## src/rtl/popcount_sched.sv

```systemverilog
// Round-robin job sequencer sharing one popcount datapath among NREQ requesters.
// Optional drain timeout and sticky REQ_ERR: define POPCOUNT_SCHED_TIMEOUT_EN.
module popcount_sched #(
  parameter int NREQ    = 2,
  parameter int LEN_W   = 16,
  parameter int TIMEOUT = 256
) (
  input  logic                  ACLK,
  input  logic                  ARESET,
  input  logic [NREQ-1:0]       REQ_START,
  input  logic [NREQ*LEN_W-1:0] REQ_LEN,
  input  logic [NREQ*32-1:0]    REQ_DATA,
  input  logic [NREQ-1:0]       REQ_DATA_VALID,
  output logic [NREQ-1:0]       REQ_DATA_READY,
  output logic [NREQ-1:0]       REQ_DONE,
  output logic [NREQ*32-1:0]    REQ_RESULT,
  output logic [NREQ-1:0]       REQ_ERR,
  output logic [31:0]           PC_WRITE_DATA,
  output logic                  PC_WRITE_VALID,
  input  logic [31:0]           PC_COUNT,
  output logic                  PC_COUNT_RST,
  input  logic                  PC_COUNT_BUSY
);

  localparam int GW = (NREQ > 1) ? $clog2(NREQ) : 1;

  if (NREQ < 2 || NREQ > 8 || LEN_W < 1 || TIMEOUT < 1) begin : g_bad_cfg
    $error("popcount_sched: unsupported parameter set");
  end

  typedef enum logic [2:0] {
    S_IDLE,
    S_CLEAR,
    S_STREAM,
    S_DRAIN,
    S_CAPTURE
  } state_t;

  state_t           r_state;
  state_t           w_state_nxt;
  logic [NREQ-1:0]  r_pend;
  logic [GW-1:0]    r_gnt;
  logic [GW-1:0]    r_rr;
  logic [GW-1:0]    w_arb_idx;
  logic             w_arb_hit;
  logic             w_grant;
  logic [NREQ-1:0]  w_start_ok;
  logic [LEN_W-1:0] r_len [NREQ];
  logic [LEN_W-1:0] r_rem;
  logic [31:0]      r_result [NREQ];
  logic [31:0]      w_sel_data;
  logic             w_sel_valid;
  logic             w_accept;
  logic             w_drain_exit;

  function automatic logic [GW-1:0] wrap_inc(input logic [GW-1:0] base, input int step);
    int s;
    s = (int'(base) + step) % NREQ;
    return GW'(s);
  endfunction

  // Round-robin search starting one past the last served requester.
  always_comb begin
    w_arb_hit = 1'b0;
    w_arb_idx = r_rr;
    for (int i = 1; i <= NREQ; i++) begin
      if (!w_arb_hit && r_pend[wrap_inc(r_rr, i)]) begin
        w_arb_hit = 1'b1;
        w_arb_idx = wrap_inc(r_rr, i);
      end
    end
  end

  assign w_grant = (r_state == S_IDLE) && w_arb_hit;

  always_comb begin
    w_sel_data  = '0;
    w_sel_valid = 1'b0;
    w_start_ok  = '0;
    for (int i = 0; i < NREQ; i++) begin
      if (r_gnt == GW'(i)) begin
        w_sel_data  = REQ_DATA[i*32 +: 32];
        w_sel_valid = REQ_DATA_VALID[i];
      end
      w_start_ok[i] = REQ_START[i] && !((r_state != S_IDLE) && (r_gnt == GW'(i)));
    end
  end

  always_comb begin
    w_state_nxt = r_state;
    w_accept    = 1'b0;
    case (r_state)
      S_IDLE:    if (w_arb_hit) w_state_nxt = S_CLEAR;
      S_CLEAR:   w_state_nxt = (r_rem != '0) ? S_STREAM : S_DRAIN;
      S_STREAM: begin
        w_accept = w_sel_valid;
        if (w_sel_valid && (r_rem == LEN_W'(1))) w_state_nxt = S_DRAIN;
      end
      S_DRAIN:   if (w_drain_exit) w_state_nxt = S_CAPTURE;
      S_CAPTURE: w_state_nxt = S_IDLE;
      default:   w_state_nxt = S_IDLE;
    endcase
  end

  always_ff @(posedge ACLK) begin
    if (ARESET) begin
      r_state <= S_IDLE;
      r_pend  <= '0;
      r_gnt   <= '0;
      r_rr    <= GW'(NREQ - 1);
    end else begin
      r_state <= w_state_nxt;
      for (int i = 0; i < NREQ; i++) begin
        if (w_grant && (w_arb_idx == GW'(i))) r_pend[i] <= 1'b0;
        if (w_start_ok[i]) r_pend[i] <= 1'b1;
      end
      if (w_grant) r_gnt <= w_arb_idx;
      if (r_state == S_CAPTURE) r_rr <= r_gnt;
    end
  end

  always_ff @(posedge ACLK) begin
    for (int i = 0; i < NREQ; i++) begin
      if (w_start_ok[i]) r_len[i] <= REQ_LEN[i*LEN_W +: LEN_W];
    end
    if (w_grant) r_rem <= r_len[w_arb_idx];
    else if (w_accept) r_rem <= r_rem - LEN_W'(1);
  end

  always_ff @(posedge ACLK) begin
    if (ARESET) begin
      for (int i = 0; i < NREQ; i++) r_result[i] <= '0;
    end else if (r_state == S_CAPTURE) begin
      r_result[r_gnt] <= PC_COUNT;
    end
  end

`ifdef POPCOUNT_SCHED_TIMEOUT_EN
  localparam int TW = $clog2(TIMEOUT + 1);

  logic [TW-1:0]   r_tmo_cnt;
  logic            r_tmo_hit;
  logic [NREQ-1:0] r_err;
  logic            w_tmo;

  // Only busy cycles in DRAIN count toward the limit.
  assign w_tmo        = PC_COUNT_BUSY && (r_tmo_cnt == TW'(TIMEOUT - 1));
  assign w_drain_exit = !PC_COUNT_BUSY || w_tmo;

  always_ff @(posedge ACLK) begin
    if (ARESET) begin
      r_tmo_cnt <= '0;
      r_tmo_hit <= 1'b0;
      r_err     <= '0;
    end else begin
      if (r_state != S_DRAIN) r_tmo_cnt <= '0;
      else if (PC_COUNT_BUSY) r_tmo_cnt <= r_tmo_cnt + TW'(1);
      r_tmo_hit <= (r_state == S_DRAIN) && w_tmo;
      for (int i = 0; i < NREQ; i++) begin
        if (REQ_START[i]) r_err[i] <= 1'b0;
      end
      if ((r_state == S_CAPTURE) && r_tmo_hit) r_err[r_gnt] <= 1'b1;
    end
  end

  assign REQ_ERR = r_err;
`else
  assign w_drain_exit = !PC_COUNT_BUSY;
  assign REQ_ERR      = '0;
`endif

  assign PC_WRITE_VALID = w_accept;
  assign PC_WRITE_DATA  = w_accept ? w_sel_data : 32'd0;
  assign PC_COUNT_RST   = (r_state == S_CLEAR);

  for (genvar gi = 0; gi < NREQ; gi++) begin : g_req
    assign REQ_DATA_READY[gi]       = (r_state == S_STREAM)  && (r_gnt == GW'(gi));
    assign REQ_DONE[gi]             = (r_state == S_CAPTURE) && (r_gnt == GW'(gi));
    assign REQ_RESULT[gi*32 +: 32]  = r_result[gi];
  end

endmodule

```

## config.mk

```make
export PLATFORM = sky130hd
export DESIGN_NAME = popcount_sched
export DESIGN_NICKNAME = d
export VERILOG_FILES = /design/src/rtl/popcount_sched.sv
export SDC_FILE = /design/constraint.sdc
export NUM_CORES = 1
export LEC_CHECK = 0
export CORE_MARGIN = 3
export CORE_UTILIZATION = 41
export CTS_CLUSTER_DIAMETER = 40
export CTS_CLUSTER_SIZE = 24
export DETAILED_ROUTE_END_ITERATION = 8
export PLACE_DENSITY = 0.79
export SYNTH_ARGS = -nofsm -noshare
export SYNTH_HDL_FRONTEND = slang
export SYNTH_SLANG_ARGS = --single-unit
```

## constraint.sdc

```tcl
create_clock -name ACLK -period 3.5 [get_ports ACLK]
set_input_delay 0.7 -clock ACLK [delete_from_list [all_inputs] [get_ports ACLK]]
set_output_delay 0.7 -clock ACLK [all_outputs]
set_load 0.1 [all_outputs]
```

# Word-level counts from Yosys, hierarchy flattened
# Memory sizes are Yosys's and may differ from the RTL's.
# Index checks and enable logic that the tools add are counted.
dict set report totals {
  regBits 23
  ramBits 96
  output_inout_bits 104
  elab_cells 82
  memories 2
}
# memory words word_bits rd rd_ports_with_merged_regs write_ports line_no
set memory_table {}
lappend memory_table {r_result 2 32 2 0 2 50} ;# logic [31:0] r_result [NREQ];
lappend memory_table {r_len 2 16 1 0 2 48} ;# logic [LEN_W-1:0] r_len [NREQ];
dict set report op_classes {
  addsub 3
  n_lt_le_gt_ge 2
  n_eq_ne 8
  muxes 35
  bitwise 2
  n_reduce_logical 24
}
# cell n
set ops {}
lappend ops {{32-bit two-way mux} 3}
lappend ops {{16-bit two-way mux} 2}
lappend ops {{32-bit OR reduction} 1}
lappend ops {{1-bit two-way mux} 26}
lappend ops {{16-bit by 1-bit equality test with 1-bit output, second input constant} 1}
lappend ops {{16-bit nonzero test} 1}
lappend ops {{16-bit by 1-bit subtractor with 16-bit output, second input constant} 1}
lappend ops {{1-bit logical AND} 13}
lappend ops {{3-bit one-hot mux with 4 select lines} 1}
lappend ops {{3-bit two-way mux} 3}
lappend ops {{3-bit by 2-bit equality test with 1-bit output, second input constant} 2}
lappend ops {{2-bit inequality test, second input constant} 3}
lappend ops {{2-bit nonzero test} 3}
lappend ops {{1-bit by 2-bit less-than comparator with 1-bit output, second input constant} 2}
lappend ops {{3-bit by 1-bit equality test with 1-bit output, second input constant} 1}
lappend ops {{3-bit equality test, second input constant} 1}
lappend ops {{1-bit zero test} 3}
lappend ops {{3-bit zero test} 1}
lappend ops {{3-bit AND reduction} 1}
lappend ops {{3-bit nonzero test} 1}
lappend ops {{1-bit adder, second input constant} 2}
lappend ops {{1-bit inverter} 2}

# Longest topological paths before layout
# Gate-level depths: netlist of the first run.
dict set report logic_depth {
  ltp_word 11
  depth_mapped 6
}

# Worst setup path after synthesis of the first run
# Ideal clock, no wire load.
dict set report synth_path {
  path_kind {register to output}
  start {register r_gnt}
  end {output REQ_DATA_READY[0]}
  arrival_time_ns 2.882
  setup_slack_ns -0.082
  stages_incl_launch_ff 5
  path_buffers 3
  cell_sequence {dfxtp_1 -> buf_2 -> buf_2 -> buf_2 -> nor3_1}
}
dict set report synth_between {
  elab_chain_len 2
}
# item line_no
set synth_rtl {}
lappend synth_rtl {{from (decl)} 42} ;# logic [GW-1:0] r_gnt;
lappend synth_rtl {{from (signal assigned)} 117} ;# if (w_grant) r_gnt <= w_arb_idx;
lappend synth_rtl {{1-bit inverter} 177} ;# assign REQ_DATA_READY[gi] = (r_state == S_STREAM) && (r_gnt == GW'(gi));
lappend synth_rtl {{1-bit logical AND} 177}
lappend synth_rtl {{to (decl)} 14} ;# output logic [NREQ-1:0] REQ_DATA_READY,
# Every way passes these cells.

# Final worst setup path of the first run
dict set report layout_path {
  start {register r_gnt}
  end {output PC_WRITE_DATA[29]}
}
dict set report layout_between {
  elab_chain_len 3
}
# item line_no
set layout_rtl {}
lappend layout_rtl {{1-bit two-way mux} 81} ;# if (r_gnt == GW'(i)) begin
lappend layout_rtl {{1-bit two-way mux} 92} ;# case (r_state)
lappend layout_rtl {{32-bit two-way mux *} 173} ;# assign PC_WRITE_DATA = w_accept ? w_sel_data : 32'd0;
lappend layout_rtl {{to (decl)} 18} ;# output logic [31:0] PC_WRITE_DATA,
# Mark *: on every way between the ends. The rest lies on a longest branch, timed or not.

==> impl_summary.log, run 1 <==
[metrics] Pwr per Cell Area: 654 nW/um^2
[metrics] sum of net half-perimeters after detailed placement: 10900 microns
[metrics] length of the first detailed-routing pass in iterations: 4
[metrics] share of synthesized area occupied by flip-flops and latches: 64.6%
[metrics] CTS HTree Levels: 4
[metrics] Layout area overhead: 62.6%
[metrics] Resize count post-CTS: 0
[metrics] Die X: 121 microns
[metrics] setup repair after global routing missed its margin: no
[metrics] stage delay of the slowest cell on the critical path: 0.74 ns
[metrics] remaining routing DRC violations: 0
[metrics] largest cells by area after synthesis: sky130_fd_sc_hd__edfxtp_1 62%, sky130_fd_sc_hd__mux2i_1 11%, sky130_fd_sc_hd__and2_1 7.5%
[metrics] CTS root buffer: sky130_fd_sc_hd__clkbuf_16
[metrics] crit path max-delay cell type: sky130_fd_sc_hd__dfxtp_2
[metrics] largest delay contributor family on the critical path: flip-flops
[metrics] count of endpoints failing setup in the final report: 0
[metrics] clock-pin slew on the worst setup and hold paths: 0.06 ns
[metrics] arrival time at the worst endpoint: 2.28 ns
[metrics] most frequently used flop master after synthesis: sky130_fd_sc_hd__edfxtp_1
[metrics] final number of hold-violating endpoints: 0
[metrics] number of filler instances in the final layout: 890
[metrics] multi-input logic area: 1780 sq um
[metrics] largest voltage drop on the vdd net: 0.421 mV
[metrics] synthesized flop and latch total: 119
[metrics] count of nets after finishing: 766
[metrics] vias per inst: 4.83
[metrics] Leakage: 0.00324 uW
[metrics] cell type with the highest aggregate area in the netlist: sky130_fd_sc_hd__edfxtp_1
[metrics] Starting DRT DRC Count: 323
[metrics] source-to-sink clock delay at the later pin of the worst-skew pair: 0.41 ns
[metrics] CTS tree: built
[metrics] number of cells in the finished layout apart from fillers: 814
[metrics] min Tclk post-route: 2.98 ns
[metrics] number of global-route vias before repair: 3966
[metrics] antenna diode count: 0
[metrics] Unique masters post-synth: 52
[metrics] crit end category: output port
[metrics] Max Freq: 0.336 GHz
[metrics] most numerous cell in the Yosys netlist: sky130_fd_sc_hd__edfxtp_1
[metrics] Tcrit/Tclk final: 85.1%
[metrics] postcts setup bufs: 0
[metrics] Die Y-Extent: 121 microns
[metrics] run status: complete, no violations
[metrics] Cell Area, Synth: 5430 sq um
[metrics] number of buffers between clock root and the deepest sink: 2
[metrics] sequence of cells on the critical path: mux2_2 -> nand2_1 -> buf_4 -> nor2_1 -> buf_12
[metrics] total detailed-routing wirelength: 14400 microns
[metrics] number of antenna violations at the first check in global routing: 0
[metrics] reg-to-reg slack, setup: 1.00 ns
[metrics] routed length per placed instance: 17.7 microns
[metrics] critical path peak fanout: 34
[metrics] Total Neg Setup Slack: 0 ns
[metrics] share of the synthesized area in the top cell type: 62.0%
[metrics] category of the worst setup path launch point: flop
[metrics] pin count of the biggest net entering global routing: 35
[metrics] hold buffers post-CTS: 0
[metrics] number of core rows: 41
[metrics] number of top-level pins: 239
[metrics] mean cell area of the mapped netlist: 13.9 sq um
[metrics] share of synthesized flip-flops with an asynchronous set or reset: 0%
[metrics] placed cell count: 782
[metrics] RePlAce Congestion: 0.834
[metrics] total CTS buffers: 17
[metrics] wire length of the first global-routing pass: 21300 microns
[metrics] Cells after Synth: 390
[metrics] WP data required: 2.80 ns
[metrics] Post-synth EDFFs: 112
[metrics] via count of the routed design: 3933
[metrics] initial standard-cell utilization of the core: 42.5%
[metrics] kind of path behind the tightest hold check: flop to flop
[metrics] critical path class: flop to output port
[metrics] yosys synthesis warning count: 0
[metrics] GRT Overall Usage: 19.1%
[metrics] Post-Route Skew: 0.00936 ns
[metrics] transition time at the pin with the least slew margin: 1.08 ns
[metrics] number of antenna-violating nets in the routed design: 0
[metrics] fraction of final layout cells with drive strength greater than 1: 14.6%
[metrics] Commonest cells post-synth: 112 x sky130_fd_sc_hd__edfxtp_1, 65 x sky130_fd_sc_hd__and2_1, 61 x sky130_fd_sc_hd__mux2i_1
[metrics] port bufs: 236
[metrics] area of all sequential standard cells: 3500 sq um
[metrics] final slew viol count: 0
[metrics] total congestion overflow after global routing: 0
[metrics] relative slew slack: 28.0%
[metrics] number of maximum-capacitance constraint violations: 0
[metrics] clock tree sinks: 119
[metrics] CP bufs+invs: 2
[metrics] placeable core area: 12800 sq um
[metrics] total die area: 14600 sq um
[metrics by stage]
stage | setup slack [ns] | power, uW | utilization [%] | cell area (sq um) | hold slack, ns
after floorplan | 0.0911 | 3510 | - | 5430 | 0.467
after global placement | 0.737 | 4070 | 64.5 | 8240 | 0.480
after detailed placement | 0.700 | 4120 | 64.5 | 8240 | 0.503
after CTS | 0.503 | 5820 | 69.1 | 8820 | 0.511
after global routing | 0.412 | 6010 | 69.1 | 8820 | 0.561
final | 0.521 | 5770 | 69.1 | 8820 | 0.514
[final timing paths]
| path | start | endpoint | cells past startpoint |
|---|---|---|---|
| worst max-delay path | r_gnt | PC_WRITE_DATA[29] | 5 |
| worst min register to register | r_pend[0] | r_pend[0] | 2 |
| worst min-delay path | r_pend[0] | r_pend[0] | 2 |
| worst max register to register | r_gnt | r_result[1][5] | 4 |
[final cells by class]
cell class / count / area share, %
Multi-Input combinational cell: 245 / 20.2
Inverter: 4 / 0.170
Clock buffer: 18 / 4.86
Clock inverter: 14 / 1.73
Tap cell: 172 / 2.44
Timing Repair Buffer: 242 / 30.9
Sequential cell: 119 / 39.7
[logic make-up (layout without fill, tap and decap cells)]
kind of cell             after synthesis  after routing  share of synthesized area (%)
XOR/XNOR                              12             12                           1.94
other                                  1              2                         0.0691
buffers and inverters                 27            278                           2.72
adder cells (fa/ha/maj)                2              2                          0.461
flip-flops                           119            119                           64.6
AND/OR/NAND/NOR                      146            146                           15.6
multiplexers                          62             62                           11.5
AO/OA/AOI/OAI                         21             21                           3.16
[sequential cells by signal, summed over array words and instances, names as in the netlist]
register	count
r_gnt	1
r_len	32
r_pend	2
r_rem	16
r_result	64
r_rr	1
r_state	3
[worst reg2reg max path, cell delays in order (launching register included)]
cell and delay (ns):
sky130_fd_sc_hd__dfxtp_2 0.74, sky130_fd_sc_hd__buf_4 0.42, sky130_fd_sc_hd__and3_1 0.24, sky130_fd_sc_hd__and2b_1 0.69
sky130_fd_sc_hd__and2_1 0.26
[placed cells by master (no fill, tap or decap), types with 3 or more instances in the layout]
cell,Yosys,routed
sky130_fd_sc_hd__and2_1,65,65
sky130_fd_sc_hd__xor2_1,9,9
sky130_fd_sc_hd__buf_4,3,12
sky130_fd_sc_hd__inv_1,4,4
sky130_fd_sc_hd__clkdlybuf4s50_1,0,197
sky130_fd_sc_hd__edfxtp_1,112,112
sky130_fd_sc_hd__nor3_1,5,4
sky130_fd_sc_hd__dfxtp_1,7,6
sky130_fd_sc_hd__clkbuf_16,0,17
sky130_fd_sc_hd__nor3b_1,4,4
sky130_fd_sc_hd__clkinvlp_4,0,4
sky130_fd_sc_hd__xnor2_1,3,3
sky130_fd_sc_hd__nor2_1,42,42
sky130_fd_sc_hd__mux2i_1,61,61
sky130_fd_sc_hd__nand4_1,4,4
sky130_fd_sc_hd__clkinv_4,0,4
sky130_fd_sc_hd__a21oi_1,4,4
sky130_fd_sc_hd__nand2_1,5,5
sky130_fd_sc_hd__buf_12,0,33
[report_power, final]
| group | switching [uW] | leakage [uW] | total, uW | internal [uW] |
|---|---|---|---|---|
| Sequential | 219 | 0.00118 | 2090 | 1870 |
| Clock | 629 | 0.000273 | 1680 | 1050 |
| Combinational | 1240 | 0.00178 | 2000 | 755 |
| Total | 2090 | 0.00324 | 5770 | 3680 |
[layer usage]
metal	track usage, %	vias to the layer above	part of all wire, %
li1	-	1892	-
met1	23.2	1851	39
met2	32.1	169	52
met3	6.62	21	8.5
met4	6.23	0	1.3
met5	0	-	0
Note: power is estimated with default switching activity, not from simulation.
==> inputs of run 2 (changes only) <==
CELL_PAD_IN_SITES_DETAIL_PLACEMENT = 1   (was unset)
CELL_PAD_IN_SITES_GLOBAL_PLACEMENT = 1   (was unset)
CORE_UTILIZATION = 33   (was 41)
PLACE_DENSITY = 0.81   (was 0.79)
REMOVE_ABC_BUFFERS = 1   (was unset)
==> run 2 against run 1 <==
Against the previous run:
- via count is 2.9% higher
- sequential share of layout area is 0.27 points lower
- highest routed layer is now met5
- worst setup slack better by 0.12 ns
- register-to-register slack better by 0.31 ns
- clock-buffer cell count is 1 lower
==> impl_summary.log, run 2 (synthesis results as in run 1) <==
[metrics] port bufs: 236
[metrics] clock-pin slew on the worst setup and hold paths: 0.06 ns
[metrics] RePlAce Congestion: 0.821
[metrics] total die area: 18000 sq um
[metrics] min Tclk post-route: 2.86 ns
[metrics] total congestion overflow after global routing: 0
[metrics] length of the first detailed-routing pass in iterations: 4
[metrics] crit end category: output port
[metrics] sequence of cells on the critical path: nand2b_1 -> nor2_1 -> nand2_1 -> buf_4 -> nor2_1 -> buf_12
[metrics] number of antenna violations at the first check in global routing: 4
[metrics] setup repair after global routing missed its margin: no
[metrics] number of top-level pins: 239
[metrics] clock tree sinks: 119
[metrics] vias per inst: 4.71
[metrics] CTS HTree Levels: 4
[metrics] pin count of the biggest net entering global routing: 41
[metrics] final worst setup slack: 0.641 ns
[metrics] final number of hold-violating endpoints: 0
[metrics] relative slew slack: 26.2%
[metrics] antenna diode count: 0
[metrics] critical path peak fanout: 34
[metrics] stage delay of the slowest cell on the critical path: 0.49 ns
[metrics] number of flip-flops in the largest register: 64
[metrics] number of buffers between clock root and the deepest sink: 2
[metrics] placeable core area: 16000 sq um
[metrics] launch point of the critical path: r_state[1]
[metrics] largest registers: r_result (64), r_len (32), r_rem (16)
[metrics] transition time at the pin with the least slew margin: 1.10 ns
[metrics] Tcrit/Tclk final: 81.7%
[metrics] number of core rows: 46
[metrics] final slew viol count: 0
[metrics] postcts setup bufs: 0
[metrics] Die X: 134 microns
[metrics] commonest non-fill, non-tap cells in the layout: 190 x sky130_fd_sc_hd__clkdlybuf4s50_1, 112 x sky130_fd_sc_hd__edfxtp_1, 65 x sky130_fd_sc_hd__and2_1
[metrics] Post-Place Cell Area: 8290 sq um
[metrics] Post-Route Skew: 0.00617 ns
[metrics] WP data required: 2.80 ns
[metrics] count of endpoints failing setup in the final report: 0
[metrics] sum of net half-perimeters after detailed placement: 13200 microns
[metrics] fraction of final layout cells with drive strength greater than 1: 15.8%
[metrics] wire length of the first global-routing pass: 27200 microns
[metrics] source-to-sink clock delay at the later pin of the worst-skew pair: 0.41 ns
[metrics] total CTS buffers: 17
[metrics] Pwr per Cell Area: 661 nW/um^2
[metrics] hold buffers post-CTS: 0
[metrics] category of the worst setup path launch point: flop
[metrics] via count of the routed design: 4048
[metrics] number of antenna-violating nets in the routed design: 0
[metrics] arrival time at the worst endpoint: 2.16 ns
[metrics] Starting DRT DRC Count: 193
[metrics] Layout area overhead: 63.7%
[metrics] count of nets after finishing: 768
[metrics] routed length per placed instance: 20.7 microns
[metrics] CP Depth: 6
[metrics] largest voltage drop on the vdd net: 0.429 mV
[metrics] total detailed-routing wirelength: 17800 microns
[metrics] run status: complete, no violations
[metrics] critical path class: flop to output port
[metrics] CP bufs+invs: 2
[metrics] kind of path behind the tightest hold check: flop to flop
[metrics] number of global-route vias before repair: 4637
[metrics] Leakage: 0.00326 uW
[metrics] Max Freq: 0.350 GHz
[metrics] area of all placed cells without fillers: 8880 sq um
[metrics] reg-to-reg slack, setup: 1.31 ns
[metrics] initial standard-cell utilization of the core: 33.9%
[metrics] Resize count post-CTS: 0
[metrics] depth of the worst register-to-register path: 4
[metrics] largest delay contributor family on the critical path: simple AND/OR/NAND/NOR gates
[metrics] setup slack at placement: 0.685 ns
[metrics] crit path max-delay cell type: sky130_fd_sc_hd__dfxtp_1
[metrics] R2R Path End: r_rem[13]
[metrics] most common cell after layout, fill and taps aside: sky130_fd_sc_hd__clkdlybuf4s50_1
[metrics] worst reg2reg path startpoint: r_rem[4]
[metrics] GRT Overall Usage: 20.2%
[metrics] CTS root buffer: sky130_fd_sc_hd__clkbuf_16
[metrics] most numerous cell on the critical path: sky130_fd_sc_hd__nor2_1
[metrics] number of maximum-capacitance constraint violations: 0
[metrics] remaining routing DRC violations: 0
[metrics] Die Y-Extent: 134 microns
[metrics] top register by number of flip-flops: r_result
[metrics] CP Capture Point: PC_WRITE_DATA[15]
[metrics] CTS tree: built
==> run 2: changes by cell type in the layout (fill, tap and decap cells not counted), moves of 2 or more <==
cell	previous run	this run
sky130_fd_sc_hd__clkinv_2	2	0
sky130_fd_sc_hd__buf_4	12	21
sky130_fd_sc_hd__clkinvlp_4	4	2
sky130_fd_sc_hd__inv_6	2	5
sky130_fd_sc_hd__clkdlybuf4s50_1	197	190
==> run 2: final cells by class <==
class                           count  area (sq um)
Clock inverter                     15           169
Inverter                            4          15.0
Clock buffer                       17           425
Fill cell                        1617          7120
Tap cell                          216           270
Sequential cell                   119          3500
Multi-Input combinational cell    245          1780
Timing Repair Buffer              244          2720
==> run 2: power breakdown <==
part | leakage, uW | total (uW) | internal [uW] | switching, uW
clock | 0.000285 | 1750 | 1060 | 685
sequential | 0.00118 | 2060 | 1870 | 184
combinational | 0.00180 | 2070 | 756 | 1310
==> run 2: worst min-delay path, cell delays in order (launching register included) <==
cell and delay, ns:
sky130_fd_sc_hd__dfxtp_1 0.31, sky130_fd_sc_hd__o21ai_0 0.08, sky130_fd_sc_hd__a21oi_1 0.07
==> run 2: layer usage <==
layer	GRT usage, %	wire (microns)
met4	6.45	326
met1	20.9	6160
met3	11.4	1930
met5	0	57
met2	34.8	9290
==> run 2: through the flow <==
step                      std cells  hold WS [ns]  setup TNS [ns]  util (%)  power, uW
after floorplan                 368         0.460          -36.19         -       3450
after global placement          828         0.481               0      51.8       4100
after detailed placement        828         0.509               0      51.8       4170
after CTS                       860         0.521               0      55.5       5940
after global routing            860         0.568               0      55.5       6120
final                           860         0.513               0      55.5       5870
==> run 2: how the worst min path moves through the flow <==
stage	start	to	slack, ns	cells after the start
after floorplan	r_pend[0]	r_pend[0]	0.46	2
after global placement	r_pend[0]	r_pend[0]	0.48	2
after detailed placement	r_pend[0]	r_pend[0]	0.51	2
after CTS	r_pend[0]	r_pend[0]	0.52	2
after global routing	r_pend[0]	r_pend[0]	0.57	2
final	r_pend[0]	r_pend[0]	0.51	2
